File: src/rtl/sc_levelsequencer_p2_if.sv
// Player-2 sequencer bus: control inputs from the game logic and the
// {Current, Progress} pair plus status pulses going to the level manager.
interface sc_levelsequencer_p2_if;
  logic       SC_LEVELSEQUENCER_P2_Start_InLow;
  logic       SC_LEVELSEQUENCER_P2_Tick_In;
  logic       SC_LEVELSEQUENCER_P2_Pause_In;
  logic       SC_LEVELSEQUENCER_P2_Crash_In;
  logic [2:0] SC_LEVELSEQUENCER_P2_Current_OutBus;
  logic [4:0] SC_LEVELSEQUENCER_P2_Progress_OutBus;
  logic       SC_LEVELSEQUENCER_P2_Active_Out;
  logic       SC_LEVELSEQUENCER_P2_StageDone_Out;
  logic       SC_LEVELSEQUENCER_P2_Win_Out;

  // Game-logic side: drives the requests, observes the stage outputs.
  modport master (
    output SC_LEVELSEQUENCER_P2_Start_InLow,
    output SC_LEVELSEQUENCER_P2_Tick_In,
    output SC_LEVELSEQUENCER_P2_Pause_In,
    output SC_LEVELSEQUENCER_P2_Crash_In,
    input  SC_LEVELSEQUENCER_P2_Current_OutBus,
    input  SC_LEVELSEQUENCER_P2_Progress_OutBus,
    input  SC_LEVELSEQUENCER_P2_Active_Out,
    input  SC_LEVELSEQUENCER_P2_StageDone_Out,
    input  SC_LEVELSEQUENCER_P2_Win_Out
  );

  // Sequencer side.
  modport slave (
    input  SC_LEVELSEQUENCER_P2_Start_InLow,
    input  SC_LEVELSEQUENCER_P2_Tick_In,
    input  SC_LEVELSEQUENCER_P2_Pause_In,
    input  SC_LEVELSEQUENCER_P2_Crash_In,
    output SC_LEVELSEQUENCER_P2_Current_OutBus,
    output SC_LEVELSEQUENCER_P2_Progress_OutBus,
    output SC_LEVELSEQUENCER_P2_Active_Out,
    output SC_LEVELSEQUENCER_P2_StageDone_Out,
    output SC_LEVELSEQUENCER_P2_Win_Out
  );
endinterface

File: src/rtl/sc_levelsequencer_p2.sv
// Player-2 track sequencer: walks transition/level stages 1..6 driven by a
// prescaled scroll tick, with start, pause, crash-restart and end-of-game.
module sc_levelsequencer_p2 #(
  parameter int unsigned TICKS_PER_STEP = 4,
  parameter int unsigned LEN_TRANS      = 8,
  parameter int unsigned LEN_LV1        = 10,
  parameter int unsigned LEN_LV2        = 15,
  parameter int unsigned LEN_LV3        = 20
) (
  input  logic                  SC_LEVELSEQUENCER_P2_CLOCK_50,
  input  logic                  SC_LEVELSEQUENCER_P2_RESET_InLow,
  sc_levelsequencer_p2_if.slave bus
);

  localparam logic [7:0] PRE_LAST  = 8'(TICKS_PER_STEP - 1);
  localparam logic [4:0] L_TRANS   = 5'(LEN_TRANS);
  localparam logic [4:0] L_LV1     = 5'(LEN_LV1);
  localparam logic [4:0] L_LV2     = 5'(LEN_LV2);
  localparam logic [4:0] L_LV3     = 5'(LEN_LV3);
  localparam logic [2:0] LAST_STAGE = 3'd6;

  typedef enum logic [1:0] {
    IDLE = 2'd0,
    RUN  = 2'd1,
    DONE = 2'd2
  } state_t;

  state_t     state;
  logic [7:0] pre;
  logic [2:0] current;
  logic [4:0] progress;
  logic       active;
  logic       stage_done;
  logic       win;

  logic clk;
  logic rst_n;
  logic start_n;
  logic tick;
  logic pause;
  logic crash;

  assign clk     = SC_LEVELSEQUENCER_P2_CLOCK_50;
  assign rst_n   = SC_LEVELSEQUENCER_P2_RESET_InLow;
  assign start_n = bus.SC_LEVELSEQUENCER_P2_Start_InLow;
  assign tick    = bus.SC_LEVELSEQUENCER_P2_Tick_In;
  assign pause   = bus.SC_LEVELSEQUENCER_P2_Pause_In;
  assign crash   = bus.SC_LEVELSEQUENCER_P2_Crash_In;

  // Row count of each stage; odd stages are the shared transition length.
  function automatic logic [4:0] stage_len(input logic [2:0] stage);
    logic [4:0] len;
    case (stage)
      3'd2:    len = L_LV1;
      3'd4:    len = L_LV2;
      3'd6:    len = L_LV3;
      default: len = L_TRANS;
    endcase
    return len;
  endfunction

  // Sequencer FSM; all outputs are registered alongside the state.
  always_ff @(posedge clk or negedge rst_n) begin
    if (!rst_n) begin
      state      <= IDLE;
      pre        <= 8'd0;
      current    <= 3'd0;
      progress   <= 5'd0;
      active     <= 1'b0;
      stage_done <= 1'b0;
      win        <= 1'b0;
    end else begin
      // Status pulses last exactly one cycle.
      stage_done <= 1'b0;
      win        <= 1'b0;
      case (state)
        IDLE, DONE: begin
          // Start beats any coincident crash; tick/pause/crash are ignored.
          if (!start_n) begin
            state    <= RUN;
            current  <= 3'd1;
            progress <= 5'd1;
            pre      <= 8'd0;
            active   <= 1'b1;
          end
        end
        RUN: begin
          if (crash) begin
            // Restart the current stage; applies even while paused.
            progress <= 5'd1;
            pre      <= 8'd0;
          end else if (pause) begin
            // Freeze: everything holds, ticks are dropped.
          end else if (tick) begin
            if (pre < PRE_LAST) begin
              pre <= pre + 8'd1;
            end else begin
              pre <= 8'd0;
              if (progress < stage_len(current)) begin
                progress <= progress + 5'd1;
              end else if (current < LAST_STAGE) begin
                current    <= current + 3'd1;
                progress   <= 5'd1;
                stage_done <= 1'b1;
              end else begin
                // Final row of stage 6 consumed: game won, blank the row.
                state    <= DONE;
                current  <= 3'd0;
                progress <= 5'd0;
                active   <= 1'b0;
                win      <= 1'b1;
              end
            end
          end
        end
        default: begin
          state    <= IDLE;
          current  <= 3'd0;
          progress <= 5'd0;
          pre      <= 8'd0;
          active   <= 1'b0;
        end
      endcase
    end
  end

  assign bus.SC_LEVELSEQUENCER_P2_Current_OutBus  = current;
  assign bus.SC_LEVELSEQUENCER_P2_Progress_OutBus = progress;
  assign bus.SC_LEVELSEQUENCER_P2_Active_Out      = active;
  assign bus.SC_LEVELSEQUENCER_P2_StageDone_Out   = stage_done;
  assign bus.SC_LEVELSEQUENCER_P2_Win_Out         = win;

endmodule

File: src/flat_wrapper.sv
// flat-port wrapper written by rule: the top's interface ports become plain ports
module sc_levelsequencer_p2_flat 
#(
  parameter int unsigned TICKS_PER_STEP = 4,
  parameter int unsigned LEN_TRANS      = 8,
  parameter int unsigned LEN_LV1        = 10,
  parameter int unsigned LEN_LV2        = 15,
  parameter int unsigned LEN_LV3        = 20
)
  (SC_LEVELSEQUENCER_P2_CLOCK_50, SC_LEVELSEQUENCER_P2_RESET_InLow, bus_SC_LEVELSEQUENCER_P2_Start_InLow, bus_SC_LEVELSEQUENCER_P2_Tick_In, bus_SC_LEVELSEQUENCER_P2_Pause_In, bus_SC_LEVELSEQUENCER_P2_Crash_In, bus_SC_LEVELSEQUENCER_P2_Current_OutBus, bus_SC_LEVELSEQUENCER_P2_Progress_OutBus, bus_SC_LEVELSEQUENCER_P2_Active_Out, bus_SC_LEVELSEQUENCER_P2_StageDone_Out, bus_SC_LEVELSEQUENCER_P2_Win_Out);
  sc_levelsequencer_p2_if bus_i ();
  input  logic SC_LEVELSEQUENCER_P2_CLOCK_50;
  input  logic SC_LEVELSEQUENCER_P2_RESET_InLow;
  input wire logic [$bits(bus_i.SC_LEVELSEQUENCER_P2_Start_InLow)-1:0] bus_SC_LEVELSEQUENCER_P2_Start_InLow;
  input wire logic [$bits(bus_i.SC_LEVELSEQUENCER_P2_Tick_In)-1:0] bus_SC_LEVELSEQUENCER_P2_Tick_In;
  input wire logic [$bits(bus_i.SC_LEVELSEQUENCER_P2_Pause_In)-1:0] bus_SC_LEVELSEQUENCER_P2_Pause_In;
  input wire logic [$bits(bus_i.SC_LEVELSEQUENCER_P2_Crash_In)-1:0] bus_SC_LEVELSEQUENCER_P2_Crash_In;
  output wire logic [$bits(bus_i.SC_LEVELSEQUENCER_P2_Current_OutBus)-1:0] bus_SC_LEVELSEQUENCER_P2_Current_OutBus;
  output wire logic [$bits(bus_i.SC_LEVELSEQUENCER_P2_Progress_OutBus)-1:0] bus_SC_LEVELSEQUENCER_P2_Progress_OutBus;
  output wire logic [$bits(bus_i.SC_LEVELSEQUENCER_P2_Active_Out)-1:0] bus_SC_LEVELSEQUENCER_P2_Active_Out;
  output wire logic [$bits(bus_i.SC_LEVELSEQUENCER_P2_StageDone_Out)-1:0] bus_SC_LEVELSEQUENCER_P2_StageDone_Out;
  output wire logic [$bits(bus_i.SC_LEVELSEQUENCER_P2_Win_Out)-1:0] bus_SC_LEVELSEQUENCER_P2_Win_Out;
  assign bus_i.SC_LEVELSEQUENCER_P2_Start_InLow = bus_SC_LEVELSEQUENCER_P2_Start_InLow;
  assign bus_i.SC_LEVELSEQUENCER_P2_Tick_In = bus_SC_LEVELSEQUENCER_P2_Tick_In;
  assign bus_i.SC_LEVELSEQUENCER_P2_Pause_In = bus_SC_LEVELSEQUENCER_P2_Pause_In;
  assign bus_i.SC_LEVELSEQUENCER_P2_Crash_In = bus_SC_LEVELSEQUENCER_P2_Crash_In;
  assign bus_SC_LEVELSEQUENCER_P2_Current_OutBus = bus_i.SC_LEVELSEQUENCER_P2_Current_OutBus;
  assign bus_SC_LEVELSEQUENCER_P2_Progress_OutBus = bus_i.SC_LEVELSEQUENCER_P2_Progress_OutBus;
  assign bus_SC_LEVELSEQUENCER_P2_Active_Out = bus_i.SC_LEVELSEQUENCER_P2_Active_Out;
  assign bus_SC_LEVELSEQUENCER_P2_StageDone_Out = bus_i.SC_LEVELSEQUENCER_P2_StageDone_Out;
  assign bus_SC_LEVELSEQUENCER_P2_Win_Out = bus_i.SC_LEVELSEQUENCER_P2_Win_Out;
  sc_levelsequencer_p2 #(.TICKS_PER_STEP(TICKS_PER_STEP), .LEN_TRANS(LEN_TRANS), .LEN_LV1(LEN_LV1), .LEN_LV2(LEN_LV2), .LEN_LV3(LEN_LV3)) u_core (.SC_LEVELSEQUENCER_P2_CLOCK_50(SC_LEVELSEQUENCER_P2_CLOCK_50), .SC_LEVELSEQUENCER_P2_RESET_InLow(SC_LEVELSEQUENCER_P2_RESET_InLow), .bus(bus_i));
endmodule
File: config.mk
export PLATFORM = sky130hd
export DESIGN_NAME = sc_levelsequencer_p2_flat
export DESIGN_NICKNAME = d
export VERILOG_FILES = /design/src/rtl/sc_levelsequencer_p2_if.sv /design/src/rtl/sc_levelsequencer_p2.sv /design/src/flat_wrapper.sv
export SDC_FILE = /design/constraint.sdc
export NUM_CORES = 1
export LEC_CHECK = 0
export ABC_AREA = 1
export CORE_MARGIN = 4
export CORE_UTILIZATION = 60
export DETAILED_ROUTE_END_ITERATION = 8
export DONT_BUFFER_PORTS = 1
export PLACE_DENSITY = 0.8
export SETUP_SLACK_MARGIN = 0.15
export SLEW_MARGIN = 20
export SYNTH_ARGS = -nofsm -noshare
export SYNTH_HDL_FRONTEND = slang
export SYNTH_SLANG_ARGS = --single-unit
File: constraint.sdc
create_clock -name SC_LEVELSEQUENCER_P2_CLOCK_50 -period 2.3 [get_ports SC_LEVELSEQUENCER_P2_CLOCK_50]
set_input_delay 0.46 -clock SC_LEVELSEQUENCER_P2_CLOCK_50 [delete_from_list [all_inputs] [get_ports SC_LEVELSEQUENCER_P2_CLOCK_50]]
set_output_delay 0.46 -clock SC_LEVELSEQUENCER_P2_CLOCK_50 [all_outputs]
set_load 0.005 [all_outputs]
# Yosys cells after proc, flatten, opt, wreduce, memory -nomap -nowiden
# Cells that the tools add are included.
# word_totals
mem_bits_ro,0
elab_cells,92
latch_bits,0
reg_bits,21
out_inout_bits,11
input_bits,6
mem_bits_rw,0
n_memories,0
# classes
bitwise,0
n_eq_ne,15
div,0
n_addsub,3
shift,0
magnitude_cmp,3
multipliers,0
reduce_logical,6
mux,58
# op_table
operator,count
$mux W5,11
$mux W8,5
$mux W1,22
$mux W3,7
$pmux W8 S2,1
$pmux W5 S3,1
$mux W2,7
$ne A2 B2 Y1 const B,7
$pmux W5 S2,1
$ne A3 B3 Y1 const B,3
$add A8 B1 Y8 const B,1
$lt A8 B2 Y1 const B,1
$reduce_and A7 Y1,1
$eq A3 B3 Y1 const B,2
$pmux W3 S2,1
$reduce_and A6 Y1,1
$add A5 B1 Y5 const B,1
$lt A5 B5 Y1,1
$pmux W2 S2,1
$reduce_and A4 Y1,1
$add A3 B1 Y3 const B,1
$eq A3 B2 Y1 const B,1
$lt A3 B3 Y1 const B,1
$reduce_and A3 Y1,1
5 further kinds,5

# Longest topological paths before layout
# Gate-level depths: netlist of run 1.
# depth
word_depth,14
mapped_depth,14
depth_no_buf,14

# Least setup slack after synthesis of run 1
# No wires, ideal clock.
# synth_timing
path_type,register to register
from,"register u_core.current[0], in the netlist u_core.bus.SC_LEVELSEQUENCER_P2_Current_OutBus[0]"
to,"register u_core.current[2], in the netlist u_core.bus.SC_LEVELSEQUENCER_P2_Current_OutBus[2]"
required_ps,2181
path_buffers,0
setup_slack_ps,523
setup_time_ps,119
synth_period_minus_slack_ps,1777
arrival_time_ps,1658
stages_incl_launch_ff,13
path_cell_list,dfrtp_1 > inv_1 > ha_1 > nand2_1 > nor2_1 > ha_1 > nand2_1 > nor2_1 > nand2_1 > nand4_1 > nand3_1 > nand2_1 > nand2_1
# synth_via
elab_chain_cells,10
elab_cells_between_ends,21
classes_between,add/sub: 1; order compare: 2; eq/ne: 4; mux: 13; reduce/logical: 1
# synth_lines
item,line,source
from (decl),sc_levelsequencer_p2.sv:30,logic [2:0] current;
from (signal assigned),sc_levelsequencer_p2.sv:102,current <= current + 3'd1;
$eq A3 B3 Y1 / $eq A3 B2 Y1 (equally long branches),sc_levelsequencer_p2.sv:53,case (stage)
$pmux W5 S3,sc_levelsequencer_p2.sv:53,
$mux W5,sc_levelsequencer_p2.sv:95,if (pre < PRE_LAST) begin
$mux W5,sc_levelsequencer_p2.sv:94,end else if (tick) begin
$mux W5,sc_levelsequencer_p2.sv:92,end else if (pause) begin
$mux W5,sc_levelsequencer_p2.sv:88,if (crash) begin
$mux W5,sc_levelsequencer_p2.sv:76,case (state)
$lt A5 B5 Y1,sc_levelsequencer_p2.sv:99,if (progress < stage_len(current)) begin
$ne A2 B2 Y1 (no source line),n/a,
$reduce_and A6 Y1 (no source line),n/a,
# Several ways; a longest one is shown, not always the timed one. The select of a mux whose other input is x is not followed.
# A chain may end at the register's enable or synchronous reset.

# Worst setup path in the final report of run 1
# layout_timing
from,"register u_core.current[0], in the netlist u_core.bus.SC_LEVELSEQUENCER_P2_Current_OutBus[0]"
to,register u_core.state[0]
# layout_via
elab_chain_cells,10
elab_cells_between_ends,14
classes_between,order compare: 2; eq/ne: 5; mux: 6; reduce/logical: 1
# layout_lines
item,line,source
$eq A3 B3 Y1 / $eq A3 B2 Y1 (equally long branches),sc_levelsequencer_p2.sv:53,
$pmux W5 S3,sc_levelsequencer_p2.sv:53,
$mux W5,sc_levelsequencer_p2.sv:95,
$mux W5,sc_levelsequencer_p2.sv:94,
$mux W5,sc_levelsequencer_p2.sv:92,
$mux W5,sc_levelsequencer_p2.sv:88,
$mux W5,sc_levelsequencer_p2.sv:76,
$lt A5 B5 Y1,sc_levelsequencer_p2.sv:99,
$ne A2 B2 Y1 (no source line),n/a,
$reduce_and A7 Y1 (no source line) *,n/a,
to (signal assigned),sc_levelsequencer_p2.sv:80,state <= RUN;
to (signal assigned),sc_levelsequencer_p2.sv:107,state <= DONE;
to (signal assigned),sc_levelsequencer_p2.sv:117,state <= IDLE;
to (decl),sc_levelsequencer_p2.sv:28,state_t state;
# Mark *: on every way between the ends. The rest lies on a longest branch, timed or not. The select of a mux whose other input is x is not followed.

==> impl_metrics.env, run 1 <==
export IMPL_rsz0062_at_grt="no"
export IMPL_synth_seq_cells=21
export IMPL_power_density_mw_per_mm2=1040
export IMPL_place_hpwl_um=2020
export IMPL_drive_gt1_share_pct=17.8
export IMPL_vias=1097
export IMPL_clk_pin_slew_ns=0.11
export IMPL_synth_top_area_share_pct=41.2
export IMPL_crit_arrival_ns=2.33
export IMPL_worstHoldStart="bus_SC_LEVELSEQUENCER_P2_Start_InLow"
export IMPL_holdWs_ns=0.350
export IMPL_yosys_area_top_type="dfrtp_1"
export IMPL_dr_first_iter_drc_count=27
export IMPL_reg2reg_depth=11
export IMPL_drt_antenna_violating_nets=0
export IMPL_io_pins=17
export IMPL_slew_viol_final=0
export IMPL_synthTopCellsByArea="dfrtp_1 41%, nand2_1 14%, ha_1 8.8%, inv_1 6.5%, nor2_1 5.3%"
export IMPL_cts_tree="built"
export IMPL_hold_viol=0
export IMPL_setup_viol=0
export IMPL_hp_class="in -> reg"
export IMPL_cts_sink_count=21
export IMPL_r2r_end="u_core.state[0]"
export IMPL_antenna_cells=0
export IMPL_syn_area_per_cell_sq_um=7.73
export IMPL_p_leak_nw=0.745
export IMPL_cts_made_buffers=3
export IMPL_startpoint_type="flip-flop"
export IMPL_drcViolationCount=0
export IMPL_worst_endpoint_required_ns=2.50
export IMPL_grt_pass1_vias=1076
export IMPL_worst_pin_slew_ns=0.915
export IMPL_wl_um=2810
export IMPL_holdPathEnd="u_core.state[1]"
export IMPL_grt_max_degree=22
export IMPL_critPathKind="reg -> reg"
export IMPL_grt_overflow_total=0
export IMPL_path_max_fanout=6
export IMPL_rows=16
export IMPL_fin_skew_ns=0.00322
export IMPL_root_buffer="clkbuf_4"
export IMPL_p_total_w=0.00147
export IMPL_seq_area_frac_synth_pct=41.2
export IMPL_coreArea_sq_mm=0.00198
export IMPL_setup_tns_ns=0
export IMPL_syn_nets=180
export IMPL_die_height_um=54.1
export IMPL_synth_cell_types=24
export IMPL_dieArea_sq_mm=0.00293
export IMPL_track_usage_pct=20.6
export IMPL_synth_cells=165
export IMPL_gp_congestion=0.823
export IMPL_num_fill_cells=150
export IMPL_area_delta_synth_final_pct=10.1
export IMPL_maxCapViolCount=0
export IMPL_fin_crit_ns=2.13
export IMPL_final_core_util_pct=70.9
export IMPL_start_util_pct=64.4
export IMPL_wire_per_inst_um=14.3
export IMPL_routed_via_density=5.60
export IMPL_grt_pass1_wl_um=4350
export IMPL_first_pass_iters=4
export IMPL_fmaxAchievable_mhz=470
export IMPL_die_w_um=54.1
export IMPL_status="completed"
export IMPL_slew_headroom_pct=38.8
export IMPL_port_buffers=0
export IMPL_htreeDepth=1
export IMPL_end_kind="flip-flop"
export IMPL_nNetsFinal=185
export IMPL_antenna_found_initial=0
export IMPL_reg2reg_setup_slack_ns=0.17
export IMPL_ir_drop_mv=0.890
export IMPL_hold_depth=2
export IMPL_clk_latency_ns=0.31
export IMPL_synth_area_sq_mm=0.00128
export IMPL_fin_crit_sh_pct=92.5
export IMPL_clock_path_buffers=2
export IMPL_yosys_warnings=0
[state kept, by name (all words and copies together), names as in the netlist]
name	cells
u_core.bus.SC_LEVELSEQUENCER_P2_Active_Out	1
u_core.bus.SC_LEVELSEQUENCER_P2_Current_OutBus	3
u_core.bus.SC_LEVELSEQUENCER_P2_Progress_OutBus	5
u_core.bus.SC_LEVELSEQUENCER_P2_StageDone_Out	1
u_core.bus.SC_LEVELSEQUENCER_P2_Win_Out	1
u_core.pre	8
u_core.state	2
[per-layer routing]
| metal | track usage, % | part of all wire, % | up-vias |
|---|---|---|---|
| met3 | 4.43 | 3.5 | 7 |
| met4 | 11.6 | 2.3 | 0 |
| met2 | 35.5 | 53 | 22 |
| li1 | - | - | 535 |
| met5 | 0 | 0 | - |
| met1 | 23.4 | 41 | 533 |
[cells in the mapped netlist (all sizes together)]
master	count
nand3	12
nand3b	2
a21oi	4
inv	25
dfrtp	21
buf	1
nand4	6
xnor2	1
ha	9
nor2	23
nor3	3
nand2	50
a21boi	1
o22ai	1
o21ai	5
mux2i	1
[placed cells by master, fill, tap and decap left out, drive strengths merged, types with 2 or more instances in the layout]
cell type  count
nand2         50
o21ai          5
inv           25
dfrtp         21
clkbuf         4
a21oi          4
nor3           3
nor2          23
nand3b         2
nand4          6
nand3         12
ha             9
[final cells by class]
| type | instances | area (sq um) | area share [%] |
|---|---|---|---|
| Clock buffer | 4 | 26.3 | 1.87 |
| Multi-Input combinational cell | 118 | 711 | 50.6 |
| Timing Repair Buffer | 1 | 10.0 | 0.712 |
| Tap cell | 27 | 33.8 | 2.40 |
| Sequential cell | 21 | 528 | 37.6 |
| Inverter | 25 | 96.3 | 6.86 |
[critical path: stages, from the launching register on]
cell and delay (ns):
dfrtp_2 0.47, inv_4 0.10, ha_4 0.15, nand2_2 0.08, nor2_1 0.14, ha_1 0.24, nand2_1 0.11, nor2_1 0.06
nand2_1 0.13, nand4_1 0.26, nand4_1 0.19, nand2_1 0.08
[power by group]
part	leakage [nW]	switching [W]	internal [W]
sequential	0.278	0.000136	0.000454
combinational	0.453	0.000438	0.000261
clock	0.0150	0.000111	0.0000679
[cell families after synthesis]
| group | synth area share [%] |
|---|---|
| compound gates | 6.37 |
| xor+xnor | 0.686 |
| fa+ha+maj | 8.82 |
| buf+inv | 7.74 |
| flops | 41.2 |
| mux | 0.784 |
| simple gates | 34.4 |
[metrics by stage]
step                cell area (sq um)  setup slack, ns  std cells
detailed placement               1310            0.211        191
global route                     1410           0.0860        196
floorplan                        1280            0.523        165
finish                           1410            0.173        196
global placement                 1310            0.327        191
CTS                              1340            0.191        196
[worst max-delay path by stage]
stage | start | end | cells after the start
floorplan | flip-flop | flip-flop | 12
global placement | flip-flop | flip-flop | 11
detailed placement | flip-flop | flip-flop | 13
CTS | flip-flop | flip-flop | 13
global route | flip-flop | u_core.state[0] | 11
finish | flip-flop | u_core.state[0] | 11
[what timing repair did]
action,CTS,global route
setup buffers,0,0
hold buffers,1,0
setup endpoints to repair,0,9
hold endpoints to repair,21,0
gates resized for setup,0,16
No activity file was read; power rests on OpenSTA's default activity.
==> inputs of run 2 (changes only) <==
- CORE_MARGIN: 4 -> 2
==> impl_metrics.env, run 2 (synthesized netlist as in run 1, its figures left out) <==
export IMPL_routed_via_density=5.42
export IMPL_die_height_um=50.1
export IMPL_reg2reg_depth=14
export IMPL_antenna_cells=0
export IMPL_grt_pass1_vias=990
export IMPL_place_hpwl_um=1900
export IMPL_first_pass_iters=4
export IMPL_cts_sink_count=21
export IMPL_critPathKind="reg -> reg"
export IMPL_port_buffers=0
export IMPL_clk_pin_slew_ns=0.12
export IMPL_fin_crit_sh_pct=89.1
export IMPL_holdWs_ns=0.345
export IMPL_gp_congestion=0.872
export IMPL_coreArea_sq_mm=0.00198
export IMPL_rows=16
export IMPL_p_leak_nw=0.748
export IMPL_ir_drop_mv=0.686
export IMPL_top_register="u_core.pre"
export IMPL_vias=1073
export IMPL_hold_depth=2
export IMPL_wl_um=2750
export IMPL_cts_tree="built"
export IMPL_layout_common_cells="44 x nand2_1, 20 x inv_1, 19 x dfrtp_1"
export IMPL_worst_endpoint_required_ns=2.56
export IMPL_grt_pass1_wl_um=4220
export IMPL_dr_first_iter_drc_count=29
export IMPL_power_density_mw_per_mm2=1060
export IMPL_status="completed"
export IMPL_fin_skew_ns=0.00432
export IMPL_drive_gt1_share_pct=20.5
export IMPL_dieArea_sq_mm=0.00251
export IMPL_area_delta_synth_final_pct=11.5
export IMPL_cp_cell_sequence="inv_4 -> ha_4 -> nand2_2 -> nor2_2 -> ha_1 -> nand2_2 -> inv_1 -> nand2_1 -> nand3_1 -> nor2_1 -> nand2_1 -> nand2_1 -> nand2_1 -> inv_1"
export IMPL_cp_common_cell="nand2_1"
export IMPL_slew_viol_final=0
export IMPL_cp_slowest_cell="dfrtp_2"
export IMPL_clk_latency_ns=0.31
export IMPL_fmaxAchievable_mhz=488
export IMPL_io_pins=17
export IMPL_root_buffer="clkbuf_4"
export IMPL_antenna_found_initial=0
export IMPL_htreeDepth=1
export IMPL_cpPeakStageDelay_ns=0.48
export IMPL_maxCapViolCount=0
export IMPL_slew_headroom_pct=37.4
export IMPL_grt_overflow_total=0
export IMPL_path_max_fanout=4
export IMPL_die_w_um=50.1
export IMPL_grt_max_degree=22
export IMPL_rsz0062_at_grt="yes"
export IMPL_nNetsFinal=187
export IMPL_largest_reg_flops=8
export IMPL_cts_made_buffers=3
export IMPL_startpoint_type="flip-flop"
export IMPL_drt_antenna_violating_nets=0
export IMPL_setup_tns_ns=0
export IMPL_layout_cells_most_common="nand2_1"
export IMPL_end_kind="flip-flop"
export IMPL_clock_path_buffers=2
export IMPL_crit_arrival_ns=2.31
export IMPL_final_core_util_pct=71.8
export IMPL_hp_class="in -> reg"
export IMPL_track_usage_pct=22.1
export IMPL_wire_per_inst_um=13.9
export IMPL_worst_pin_slew_ns=0.936
export IMPL_start_util_pct=64.4
export IMPL_fin_crit_ns=2.05
export IMPL_setup_viol=0
export IMPL_hold_viol=0
export IMPL_drcViolationCount=0
-- run 2: critical path: cells and delay by family (launching register included) --
family / cells / cell delay [ns]
buf+inv: 3 / 0.19
fa+ha+maj: 2 / 0.40
simple gates: 9 / 0.93
flops: 1 / 0.48
-- run 2: path summary, 6_finish.rpt --
| check | from | endpoint | slack, ns |
|---|---|---|---|
| worst max register to register | flip-flop | flip-flop | 0.25 |
| min in group asynchronous | SC_LEVELSEQUENCER_P2_RESET_InLow | u_core.pre[1] | 0.72 |
| max in group asynchronous | SC_LEVELSEQUENCER_P2_RESET_InLow | asynchronous set/reset pin | 0.94 |
| worst min register to register | u_core.pre[0] | u_core.pre[0] | 0.49 |
| worst min-delay path | bus_SC_LEVELSEQUENCER_P2_Start_InLow | u_core.state[1] | 0.34 |
| worst max-delay path | flip-flop | flip-flop | 0.25 |
-- run 2: cell type report --
class,count,area (sq um)
well taps,27,33.8
clock buffers,3,22.5
inverters,25,96.3
flip-flops and latches,21,528
clock inverters,1,5.00
repair buffers,3,25.0
multi-input cells,118,712
fillers,160,559
-- run 2: per-stage QoR --
stage               setup WS (ns)  power (W)  instance area, sq um  instances
floorplan                   0.523    0.00106                  1280        165
global placement            0.321    0.00116                  1310        191
detailed placement          0.219    0.00120                  1310        191
CTS                         0.193    0.00138                  1340        196
global route               0.0682    0.00163                  1420        198
finish                      0.252    0.00151                  1420        198
-- run 2: what timing repair did --
item,in CTS,in global routing
hold buffers,1,0
hold endpoints to repair,21,0
resized for setup,0,18
endpoints found under the setup margin,0,11
buffers inserted,0,2
-- run 2: power by group --
part / switching, W / total (W) / internal [W]
clock: 0.000115 / 0.000180 / 0.0000650
sequential: 0.000146 / 0.000600 / 0.000454
combinational: 0.000447 / 0.000732 / 0.000285
-- run 2: layer usage --
layer	up-vias	share of wire [%]	track usage (%)
li1	537	-	-
met1	494	42	27.9
met2	35	50	37.7
met3	7	5.4	4.85
met4	0	2.0	5.56
met5	-	0	0
==> inputs of run 3 (changes only) <==
- MAX_ROUTING_LAYER: unset -> met4
==> impl_metrics.env, run 3 (synthesized netlist as in run 1, its figures left out) <==
export IMPL_slew_viol_final=0
export IMPL_antenna_cells=0
export IMPL_drive_gt1_share_pct=20.5
export IMPL_port_buffers=0
export IMPL_end_kind="flip-flop"
export IMPL_track_usage_pct=22.7
export IMPL_wl_met3_um=135
export IMPL_cp_common_cell="nand2_1"
export IMPL_clock_path_buffers=2
export IMPL_wl_um=2750
export IMPL_grt_overflow_total=0
export IMPL_vias=1075
export IMPL_die_w_um=50.1
export IMPL_startpoint_type="flip-flop"
export IMPL_htreeDepth=1
export IMPL_rows=16
export IMPL_first_pass_iters=4
export IMPL_p_leak_nw=0.748
export IMPL_area_delta_synth_final_pct=11.5
export IMPL_worst_pin_slew_ns=0.935
export IMPL_wl_met2_um=1390
export IMPL_power_density_mw_per_mm2=1060
export IMPL_cpPeakStageDelay_ns=0.48
export IMPL_place_hpwl_um=1900
export IMPL_dr_max_layer_used="met4"
export IMPL_grt_max_degree=22
export IMPL_critPathKind="reg -> reg"
export IMPL_cts_made_buffers=3
export IMPL_layout_cells_most_common="nand2_1"
export IMPL_rsz0062_at_grt="yes"
export IMPL_multiInputGateArea_sq_um=712
export IMPL_dr_first_iter_drc_count=29
export IMPL_fin_ws_ns=0.252
export IMPL_holdWs_ns=0.345
export IMPL_drt_met1_wl_um=1170
export IMPL_reg2reg_depth=14
export IMPL_dp_worst_setup_slack_ns=0.219
export IMPL_drt_antenna_violating_nets=0
export IMPL_layout_common_cells="44 x nand2_1, 20 x inv_1, 19 x dfrtp_1"
export IMPL_reg2reg_setup_slack_ns=0.25
export IMPL_fin_crit_sh_pct=89.0
export IMPL_fmaxAchievable_mhz=488
export IMPL_gp_congestion=0.886
export IMPL_drcViolationCount=0
export IMPL_path_max_fanout=4
export IMPL_ir_drop_mv=0.686
export IMPL_slew_headroom_pct=37.5
export IMPL_grt_pass1_wl_um=4220
export IMPL_io_pins=17
export IMPL_largest_reg_flops=8
export IMPL_hold_viol=0
export IMPL_cp_cell_sequence="inv_4 -> ha_4 -> nand2_2 -> nor2_2 -> ha_1 -> nand2_2 -> inv_1 -> nand2_1 -> nand3_1 -> nor2_1 -> nand2_1 -> nand2_1 -> nand2_1 -> inv_1"
export IMPL_worst_endpoint_required_ns=2.56
export IMPL_start_util_pct=64.4
export IMPL_clk_latency_ns=0.31
export IMPL_die_height_um=50.1
export IMPL_seqCellArea_sq_um=528
export IMPL_grt_pass1_vias=990
export IMPL_setup_tns_ns=0
export IMPL_root_buffer="clkbuf_4"
export IMPL_fin_skew_ns=0.00438
export IMPL_dieArea_sq_mm=0.00251
export IMPL_routed_via_density=5.43
export IMPL_wire_per_inst_um=13.9
export IMPL_crit_arrival_ns=2.31
export IMPL_fin_crit_ns=2.05
export IMPL_nNetsFinal=187
export IMPL_status="completed"
export IMPL_maxCapViolCount=0
export IMPL_clk_pin_slew_ns=0.12
export IMPL_antenna_found_initial=0
export IMPL_coreArea_sq_mm=0.00198
export IMPL_setup_viol=0
export IMPL_cts_sink_count=21
export IMPL_cp_slowest_cell="dfrtp_2"
export IMPL_hp_class="in -> reg"
export IMPL_cts_tree="built"
export IMPL_worstHoldStart="bus_SC_LEVELSEQUENCER_P2_Start_InLow"
export IMPL_top_register="u_core.pre"
export IMPL_num_fill_cells=160
run 3: worst max-delay path, delay by kind of cell, from the launching register on:
family        cells  cell delay [ns]
buf+inv           3             0.19
simple gates      9             0.93
fa+ha+maj         2             0.40
flops             1             0.48
run 3: cell type report:
type / instances / share of cell area, %
clock buffer: 3 / 1.58
sequential: 21 / 37.1
inverter: 25 / 6.77
timing repair buffer: 3 / 1.76
tap: 27 / 2.37
multi-input combinational: 118 / 50.0
clock inverter: 1 / 0.352
run 3: worst min-delay path by stage:
stage	end	cells past startpoint
finish	u_core.state[1]	2
global route	u_core.state[1]	2
CTS	u_core.state[1]	2
detailed placement	u_core.pre[2]	0
global placement	u_core.pre[7]	0
floorplan	u_core.bus.SC_LEVELSEQUENCER_P2_Active_Out	0
run 3: stage by stage:
| stage | utilization, % | instances | instance area, sq um | power (W) |
|---|---|---|---|---|
| after detailed placement | 65.8 | 191 | 1310 | 0.00120 |
| after global routing | 71.8 | 198 | 1420 | 0.00163 |
| after CTS | 67.7 | 196 | 1340 | 0.00138 |
| after floorplan | - | 165 | 1280 | 0.00106 |
| final | 71.8 | 198 | 1420 | 0.00151 |
| after global placement | 65.8 | 191 | 1310 | 0.00116 |
run 3: layer usage:
layer / GRT usage [%] / up-vias
met5: - / -
met4: 5.56 / 0
met3: 4.55 / 7
met2: 37.7 / 35
met1: 28.1 / 496
li1: - / 537
run 3: repair_timing:
action	in CTS	in global routing
buffers inserted	0	2
hold buffers	1	0
gates resized for setup	0	18
endpoints found under the hold margin	21	0
endpoints found under the setup margin	0	11
run 3: power by group:
group,total (W),switching [W],internal (W),leakage [nW]
registers,0.000600,0.000146,0.000454,0.278
clock network,0.000180,0.000115,0.0000649,0.0177
logic,0.000732,0.000447,0.000285,0.453
